--- src/rtl/icache_assoc_pkg.sv ---
// Shared types and width helpers for the set-associative instruction cache.
package icache_assoc_pkg;

   typedef enum logic {StIdle, StFill} icache_assoc_state_t;

   // Field width that stays at least 1 bit when the range has a single entry.
   function automatic int unsigned safe_clog2(input int unsigned n);
      return (n <= 1) ? 1 : $clog2(n);
   endfunction

   function automatic int unsigned plru_width(input int unsigned ways);
      return (ways == 4) ? 3 : 1;
   endfunction

endpackage

--- src/rtl/icache_assoc_plru_set.sv ---
// Replacement state for one cache set: victim choice and update after an access.
module icache_assoc_plru_set
   import icache_assoc_pkg::*;
#(
   parameter int unsigned WAYS = 2,
   localparam int unsigned WayW = safe_clog2(WAYS),
   localparam int unsigned LruW = plru_width(WAYS)
) (
   input  logic [LruW-1:0] lru_i,
   input  logic [WayW-1:0] way_i,
   output logic [WayW-1:0] victim_o,
   output logic [LruW-1:0] lru_o
);

   if (WAYS == 4) begin : g_tree
      // Bit 0 selects the half holding the victim; bits 1/2 select within each pair.
      assign victim_o = lru_i[0] ? {1'b1, lru_i[2]} : {1'b0, lru_i[1]};
      always_comb begin
         lru_o    = lru_i;
         lru_o[0] = ~way_i[1];
         if (way_i[1]) begin
            lru_o[2] = ~way_i[0];
         end else begin
            lru_o[1] = ~way_i[0];
         end
      end
   end else if (WAYS == 2) begin : g_pair
      assign victim_o = lru_i;
      assign lru_o    = ~way_i;
   end else begin : g_direct
      logic unused_way;
      assign unused_way = ^way_i;
      assign victim_o   = '0;
      assign lru_o      = lru_i;
   end

endmodule

--- src/rtl/icache_assoc.sv ---
// Set-associative read-only instruction cache with LRU replacement, multi-word
// block fill, single-cycle invalidate and hit/miss counters.
module icache_assoc
   import icache_assoc_pkg::*;
#(
   parameter int unsigned CPUID = 0,
   parameter int unsigned SETS  = 8,
   parameter int unsigned WAYS  = 2,
   parameter int unsigned WORDS = 2
) (
   input  logic        CLK,
   input  logic        RST,
   input  logic        imemREN,
   input  logic [31:0] imemaddr,
   output logic        ihit,
   output logic [31:0] imemload,
   input  logic        iinval,
   output logic        iREN,
   output logic [31:0] iaddr,
   input  logic        iwait,
   input  logic [31:0] iload,
   output logic [31:0] hit_count,
   output logic [31:0] miss_count
);

   localparam int unsigned IdxW    = $clog2(SETS);
   localparam int unsigned WofBits = $clog2(WORDS);
   localparam int unsigned WofW    = safe_clog2(WORDS);
   localparam int unsigned TagW    = 32 - 2 - WofBits - IdxW;
   localparam int unsigned WayW    = safe_clog2(WAYS);
   localparam int unsigned LruW    = plru_width(WAYS);

   typedef struct packed {
      logic [TagW-1:0] tag;
      logic [IdxW-1:0] idx;
      logic [WofW-1:0] wof;
      logic [1:0]      bof;
   } icache_addr_t;

   icache_assoc_state_t          state_q;
   logic [TagW-1:0]              tag_q;
   logic [IdxW-1:0]              idx_q;
   logic [WofW-1:0]              cnt_q;
   logic [WayW-1:0]              victim_q;
   logic [SETS-1:0][WAYS-1:0]    valid_q;
   logic [SETS-1:0][LruW-1:0]    lru_q;
   logic [31:0]                  hit_count_q;
   logic [31:0]                  miss_count_q;
   logic [TagW-1:0]              tags_q [SETS][WAYS];
   logic [31:0]                  data_q [SETS][WAYS][WORDS];

   icache_addr_t    req;
   logic [WAYS-1:0] match;
   logic [WayW-1:0] hit_way;
   logic [WayW-1:0] inv_way;
   logic            inv_found;
   logic [WayW-1:0] plru_victim;
   logic [WayW-1:0] victim;
   logic [LruW-1:0] lru_hit_upd;
   logic [LruW-1:0] lru_fill_upd;
   logic [WayW-1:0] unused_fill_victim;
   logic            unused_bof;
   logic            lookup;
   logic            miss;
   logic            fill_beat;
   logic            last_beat;
   logic [31:0]     fill_addr;

   // With WORDS=1 the offset field is a constant 0 and bit 2 belongs to the index.
   always_comb begin
      req.tag = imemaddr[31 -: TagW];
      req.idx = imemaddr[2+WofBits +: IdxW];
      req.wof = '0;
      if (WORDS > 1) begin
         req.wof = imemaddr[2 +: WofW];
      end
      req.bof = imemaddr[1:0];
   end
   assign unused_bof = ^req.bof;

   always_comb begin
      match     = '0;
      hit_way   = '0;
      inv_way   = '0;
      inv_found = 1'b0;
      for (int w = 0; w < WAYS; w++) begin
         match[w] = valid_q[req.idx][w] && (tags_q[req.idx][w] == req.tag);
      end
      for (int w = WAYS - 1; w >= 0; w--) begin
         if (match[w]) begin
            hit_way = WayW'(w);
         end
         if (!valid_q[req.idx][w]) begin
            inv_way   = WayW'(w);
            inv_found = 1'b1;
         end
      end
   end

   icache_assoc_plru_set #(
      .WAYS(WAYS)
   ) u_plru_req (
      .lru_i   (lru_q[req.idx]),
      .way_i   (hit_way),
      .victim_o(plru_victim),
      .lru_o   (lru_hit_upd)
   );

   icache_assoc_plru_set #(
      .WAYS(WAYS)
   ) u_plru_fill (
      .lru_i   (lru_q[idx_q]),
      .way_i   (victim_q),
      .victim_o(unused_fill_victim),
      .lru_o   (lru_fill_upd)
   );

   assign victim    = inv_found ? inv_way : plru_victim;
   assign lookup    = (state_q == StIdle) && imemREN && !iinval;
   assign ihit      = lookup && (|match);
   assign miss      = lookup && !(|match);
   assign imemload  = ihit ? data_q[req.idx][hit_way][req.wof] : '0;
   assign fill_beat = (state_q == StFill) && !iwait && !iinval;
   assign last_beat = fill_beat && (cnt_q == WofW'(WORDS - 1));

   always_comb begin
      fill_addr                      = '0;
      fill_addr[2 +: WofW]           = cnt_q;
      fill_addr[2+WofBits +: IdxW]   = idx_q;
      fill_addr[31 -: TagW]          = tag_q;
   end

   assign iREN       = (state_q == StFill);
   assign iaddr      = iREN ? fill_addr : '0;
   assign hit_count  = hit_count_q;
   assign miss_count = miss_count_q;

   always_ff @(posedge CLK or posedge RST) begin
      if (RST) begin
         state_q      <= StIdle;
         tag_q        <= '0;
         idx_q        <= '0;
         cnt_q        <= '0;
         victim_q     <= '0;
         valid_q      <= '0;
         lru_q        <= '0;
         hit_count_q  <= '0;
         miss_count_q <= '0;
      end else begin
         unique case (state_q)
            StIdle: begin
               if (iinval) begin
                  valid_q <= '0;
               end else if (ihit) begin
                  lru_q[req.idx] <= lru_hit_upd;
                  hit_count_q    <= hit_count_q + 32'd1;
               end else if (miss) begin
                  tag_q                    <= req.tag;
                  idx_q                    <= req.idx;
                  cnt_q                    <= '0;
                  victim_q                 <= victim;
                  // The victim is being overwritten; an aborted fill must leave it invalid.
                  valid_q[req.idx][victim] <= 1'b0;
                  miss_count_q             <= miss_count_q + 32'd1;
                  state_q                  <= StFill;
               end
            end
            StFill: begin
               if (iinval) begin
                  valid_q <= '0;
                  state_q <= StIdle;
               end else if (!iwait) begin
                  cnt_q <= cnt_q + 1'b1;
                  if (last_beat) begin
                     valid_q[idx_q][victim_q] <= 1'b1;
                     lru_q[idx_q]             <= lru_fill_upd;
                     state_q                  <= StIdle;
                  end
               end
            end
            default: state_q <= StIdle;
         endcase
      end
   end

   always_ff @(posedge CLK) begin
      if (fill_beat) begin
         data_q[idx_q][victim_q][cnt_q] <= iload;
         if (last_beat) begin
            tags_q[idx_q][victim_q] <= tag_q;
         end
      end
   end

endmodule

--- config.mk ---
export PLATFORM = sky130hd
export DESIGN_NAME = icache_assoc
export DESIGN_NICKNAME = d
export VERILOG_FILES = /design/src/rtl/icache_assoc_pkg.sv /design/src/rtl/icache_assoc_plru_set.sv /design/src/rtl/icache_assoc.sv
export SDC_FILE = /design/constraint.sdc
export NUM_CORES = 2
export LEC_CHECK = 0
export BUFFER_PORTS_ARGS = -buffer_cell sky130_fd_sc_hd__buf_2
export CORE_UTILIZATION = 57
export CTS_CLUSTER_DIAMETER = 200
export DETAILED_ROUTE_END_ITERATION = 16
export PLACE_DENSITY = 0.74
export SLEW_MARGIN = 0
export SYNTH_ARGS = -nofsm -noshare
export SYNTH_HDL_FRONTEND = slang
export SYNTH_SLANG_ARGS = --single-unit
--- constraint.sdc ---
create_clock -name CLK -period 4.08 [get_ports CLK]
set_input_delay 0.204 -clock CLK [delete_from_list [all_inputs] [get_ports CLK]]
set_output_delay 0.204 -clock CLK [all_outputs]
set_load 0.05 [all_outputs]
# Word level (Yosys, flattened, before mapping)
# Memory sizes are Yosys's and may differ from the RTL's.
# Cells that the tools add are included.
[word_totals]
reg_bits = 120
mem_bits_rw = 1440
in_bits = 69
out_inout_bits = 130
elab_cells = 160
memories = 2
[memory_table]
columns = ["memory", "words", "width", "read_ports", "rd_clocked_by_memory_dff", "wr", "line", "source"]
rows = [
  ["data_q", 8, 128, 1, 0, 1, "icache_assoc.sv:50", "logic [31:0] data_q [SETS][WAYS][WORDS];"],
  ["tags_q", 8, 52, 1, 0, 1, "icache_assoc.sv:49", "logic [TagW-1:0] tags_q [SETS][WAYS];"],
]
[op_classes]
add_sub_neg = 3
n_lt_le_gt_ge = 14
n_eq_ne = 13
n_mux = 69
bitwise_logic = 12
n_reduce_logical = 24
[ops]
columns = ["op", "n"]
rows = [
  ["64-bit 2-to-1 mux", 4],
  ["32-bit 2-to-1 mux", 6],
  ["128-bit 2-to-1 mux", 1],
  ["16-bit 2-to-1 mux", 6],
  ["32-bit by 1-bit adder with 32-bit output (second input constant)", 2],
  ["64-bit demux with 1-bit select", 1],
  ["26-bit == test", 2],
  ["52-bit 2-to-1 mux", 1],
  ["8-bit 2-to-1 mux", 5],
  ["32-bit demux with 1-bit select", 1],
  ["16-bit one-hot mux with 2 select lines", 1],
  ["26-bit demux with 1-bit select", 1],
  ["26-bit 2-to-1 mux", 1],
  ["1-bit 2-to-1 mux", 25],
  ["16-bit AND", 1],
  ["8-bit bitwise mux", 2],
  ["16-bit inverter", 1],
  ["16-bit OR", 1],
  ["8-bit one-hot mux with 2 select lines", 1],
  ["1-bit logical AND", 15],
  ["2-bit demux with 3-bit select", 2],
  ["2-bit != test (second input constant)", 6],
  ["5-bit AND reduction", 2],
  ["3-bit != test (second input constant)", 3],
  ["21 further kinds", 44],
]

# Depth between registers and ports, before layout
[logic_depth]
depth_word = 17
depth_mapped = 17

# Cells and area by module
# Synthesis repeated with hierarchy kept, for this count alone.
[unflattened]
cells_unflattened = 3606
hier_area_um2 = 60127.7
[by_module_without_submodules]
columns = ["module", "instances", "cells_per_inst", "area_each_um2", "seq_area_each_um2"]
rows = [
  ["icache_assoc", 1, 3602, 60105.1, 46244.4],
  ["icache_assoc_plru_set", 2, 2, 11.3, 0.0],
]

# Worst setup path before layout
# OpenSTA, ideal clock, no wires.
[synth_path]
path_kind = "in2out"
start = "in imemaddr[3]"
end = "out imemload[13]"
t_arrival_ns = 4.479
required_time_ns = 3.876
path_slack_ns = -0.603
cell_stages = 17
cell_sequence = "buf_4 > buf_6 > buf_6 > buf_6 > buf_4 > buf_4 > buf_1 > mux2i_1 > xnor2_1 > nor4_1 > nand2_1 > or4_1 > a21o_1 > buf_2 > buf_6 > buf_2 > a211oi_1"
[synth_via]
elab_chain_len = 13
elab_cells_between_ends = 20
cone_classes = "eq/ne (2); mux (11); bitwise (1); reduce/logical (4); memory (2)"
[synth_lines]
columns = ["item", "line", "source"]
rows = [
  ["start, declared", "icache_assoc.sv:14", "input logic [31:0] imemaddr,"],
  ["memory 8 x 52 bit / 2-bit binary-select mux with 3-bit select (equally long branches)", "n/a", ""],
  ["26-bit == test / 2-bit 2-to-1 mux (equally long branches)", "icache_assoc.sv:87", "match[w] = valid_q[req.idx][w] && (tags_q[req.idx][w] == req.tag);"],
  ["1-bit logical AND", "icache_assoc.sv:87", ""],
  ["1-bit 2-to-1 mux (2 in series)", "icache_assoc.sv:90", "if (match[w]) begin"],
  ["1-bit inverter with 2-bit output (not written as such)", "icache_assoc.sv:122", "assign imemload = ihit ? data_q[req.idx][hit_way][req.wof] : '0;"],
  ["64-bit 2-to-1 mux (not written as such) (3 in series)", "icache_assoc.sv:122", ""],
  ["32-bit 2-to-1 mux (not written as such) (3 in series)", "icache_assoc.sv:122", ""],
  ["32-bit 2-to-1 mux (*)", "icache_assoc.sv:122", ""],
  ["end, declared", "icache_assoc.sv:16", "output logic [31:0] imemload,"],
]
# Every way passes the cells marked *; elsewhere a longest branch is shown, timed or not. The select of a mux whose other input is x is not followed.

# Final worst setup path
[layout_path]
start = "mem tags_q[6][21] in the netlist's numbering"
end = "out imemload[17]"
[layout_via]
elab_chain_len = 13
elab_cells_between_ends = 15
cone_classes = "eq/ne (1); mux (9); bitwise (1); reduce/logical (3); memory (1)"
[layout_lines]
columns = ["item", "line"]
rows = [
  ["start, declared", "icache_assoc.sv:49"],
  ["memory 8 x 52 bit (*)", "n/a"],
  ["26-bit == test (*)", "icache_assoc.sv:87"],
  ["1-bit logical AND (*)", "icache_assoc.sv:87"],
  ["1-bit 2-to-1 mux (2 in series)", "icache_assoc.sv:90"],
  ["1-bit inverter with 2-bit output (not written as such)", "icache_assoc.sv:122"],
  ["64-bit 2-to-1 mux (not written as such) (3 in series)", "icache_assoc.sv:122"],
  ["32-bit 2-to-1 mux (not written as such) (3 in series)", "icache_assoc.sv:122"],
  ["32-bit 2-to-1 mux (*)", "icache_assoc.sv:122"],
]
# Marked as above.

==> impl_metrics.toml <==
[finish]
drive_gt1_share_pct = 25.5
fin_nets = 3937
layout.cells.non_filler = 5375
area_growth_pct = 17.9

[sta]
period_needed_ns = 4.60
layout_setup_ws_ns = -0.523
max_freq_mhz = 217
clock_skew_ns = 0.0374
rsz0062_at_grt = "yes"
setup_viol = 33
relSlewSlack_pct = 33.7
tightestPinTransition_ns = 0.995
period_share_pct = 113
slew_violations = 0
hold_violations = 0
tns_ns = -13.33
hold_slack_ns = 0.131

[outcome]
violations = "negative setup slack"
status = "complete, but fails checks"

[placed_design]
gp_congestion = 0.871
dp_hpwl_um = 90900
dp_slack_ns = -0.197
io_buffers = 194
dp.cells = 5024

[die]
fp.dieH_um = 327
placementRows = 118
die_area_um2 = 107000
die_w_um = 327
coreArea_um2 = 104000
initial_core_util_pct = 57.8
io_pins = 199

[detailed_routing]
final_antenna_net_count = 0
drc = 0
dr.first_iter.drc_count = 5076
viasPerCell = 6.71
vias = 36000
routedWlPerCell_um = 30.9
routed_wl_um = 166000
first_pass_iters = 6

[job]
drv_cap = 0

[grt]
use_met3_pct = 5.67
use_met2_pct = 49.3
met1_usage_pct = 41.8
grt_first_pass_wirelength_um = 239000
antenna_found_initial = 2
overflow = 0
track_usage_pct = 30.8
gr-max-usage-layer = "met2"
grt_pass1_vias = 35500
grt_max_degree = 90

[power]
power_density_nw_per_um2 = 475
p_leak_nw = 24.0
vdd_drop_max_uv = 571
p_total_mw = 33.8

[clocking]
cts_buffer_depth = 3
numCtsBuffers = 149
h-tree-depth = 4
tritoncts = "yes"
clock_sink_count = 1560
clock_latency_ns = 0.77
root_buffer = "clkbuf_16"
clk_pin_slew_ns = 0.07

[logic_synthesis]
yosys_register_bits = 1560
synthArstFlopShare_pct = 7.69
synth_enable_flop_cells = 1440
synth_cell_type_count = 70
yosysWarnings = 0
netlist_area_um2 = 60300
syn_inst = 3455
ys.flop_type = "edfxtp_1"
syn_avg_cell_area_um2 = 17.5
yosysSeqAreaShare_pct = 76.7

[setup_path]
crit_path_end_kind = "output pin"
worstSetupPathType = "reg2out"
crit_path_max_fanout = 5
worst_ep_required_time_ns = 3.88
crit_path_start_kind = "register"
cp.arrival_ns = 4.40

[min_path]
hp-class = "in2reg"
==> area by class of cell <==
cell class / count / area [um^2]
antenna: 2 / 5.00
multi-input combinational: 1669 / 14100
sequential: 1560 / 46200
clock inverter: 85 / 707
timing repair buffer: 474 / 4250
clock buffer: 193 / 4010
fill: 6593 / 33100
tap: 1380 / 1730
inverter: 12 / 53.8
==> synthesized netlist by cell type, drive strengths merged, types with 9 or more instances <==
| library cell | instances | area [um^2] |
|---|---|---|
| edfxtp | 1440 | 43200 |
| o22ai | 334 | 2090 |
| mux2i | 167 | 1670 |
| nor2 | 145 | 549 |
| mux2 | 138 | 1550 |
| dfrtp | 120 | 3000 |
| clkbuf | 119 | 448 |
| buf | 96 | 504 |
| nand2 | 86 | 323 |
| mux4 | 79 | 1780 |
| o21ai | 79 | 395 |
| nor4 | 70 | 526 |
| xnor2 | 63 | 552 |
| a21oi | 60 | 300 |
| nor3 | 50 | 280 |
| and2 | 40 | 250 |
| o221ai | 36 | 315 |
| o22a | 35 | 307 |
| xor2 | 34 | 298 |
| and3 | 29 | 181 |
| a22oi | 28 | 210 |
| nand3 | 26 | 130 |
| nand4 | 24 | 150 |
| a211oi | 21 | 158 |
| a221oi | 10 | 93.8 |
| inv | 10 | 37.5 |
| nor4b | 9 | 110 |
==> worst paths after layout <==
| kind | depth (start not counted) | slack [ns] | startpoint | end |
|---|---|---|---|---|
| worst max-delay path | 13 | -0.52 | tags_q[6][21] | imemload[17] |
| worst min-delay path | 5 | 0.13 | imemREN | cnt_q |
| worst max register to register | 12 | 0.38 | tags_q[6][21] | hit_count[29] |
| worst min register to register | 1 | 0.48 | miss_count[31] | miss_count[31] |
| max in group asynchronous | 4 | 2.90 | RST | hit_count[26] |
| min in group asynchronous | 3 | 0.17 | RST | miss_count[10] |
==> metrics by stage <==
stage / util [%] / cell area (um^2)
2_1_floorplan: - / 60400
3_3_place_gp: 62.3 / 64900
3_5_place_dp: 62.3 / 64900
4_1_cts: 67.8 / 70700
5_1_grt: 68.2 / 71100
6_report: 68.2 / 71100
==> repair_timing <==
item,in CTS,in global routing
cloned,2,2
hold endpoints to repair,1156,0
pin swaps,10,19
setup endpoints to repair,33,33
gates resized for setup,83,60
hold buffers,61,0
setup buffers,6,5
==> placed cells by master (no fill, tap or decap), types with 61 or more instances in the layout <==
master / n
nor2_1: 92
dlygate4sd3_1: 61
buf_2: 158
clkbuf_16: 153
mux2_2: 136
buf_12: 63
o21ai_0: 79
nand2_1: 76
dfrtp_1: 119
mux2i_1: 144
buf_4: 170
mux4_2: 79
edfxtp_1: 1440
o22ai_1: 322
==> flip-flops by register name, indices dropped and copies added, names as in the netlist <==
signal / flops
hit_count: 32
cnt_q: 1
idx_q: 3
tags_q: 416
miss_count: 32
victim_q: 1
valid_q: 16
data_q: 1024
iREN: 1
tag_q: 26
lru_q: 8
==> worst max-delay path, stage by stage, from the launching register on <==
cell       delay [ns]
edfxtp_1         0.37
mux4_2           0.50
mux2i_4          0.20
xnor2_2          0.13
a2111oi_2        0.35
buf_4            0.18
nand4_1          0.10
or4_4            0.49
nor2_4           0.13
buf_12           0.13
buf_12           0.14
mux4_2           0.58
and2_4           0.18
buf_12           0.14
==> power by group <==
part	internal (mW)	leakage (nW)	total, mW	switching [mW]
Combinational	0.732	7.15	2.20	1.46
Sequential	17.8	14.5	18.2	0.386
Clock	7.34	2.28	13.3	6.00
Total	25.9	24.0	33.8	7.85
==> logic make-up (layout without fill, tap and decap cells) <==
logic type | Yosys count | after routing | share of synthesized area (%)
xor+xnor | 97 | 97 | 1.41
fa+ha+maj | 2 | 2 | 0.0415
compound gates | 657 | 657 | 7.18
mux | 384 | 384 | 8.30
other cells | 1 | 4 | 0.00622
flops | 1560 | 1560 | 76.7
buf+inv | 227 | 764 | 1.65
simple gates | 527 | 527 | 4.71
==> metal layers <==
layer | vias up | routed length, um
met5 | - | 27
met4 | 4 | 7160
met3 | 450 | 18500
met2 | 2571 | 80000
met1 | 18200 | 60500
li1 | 14800 | -
(Power assumes the default switching activity.)
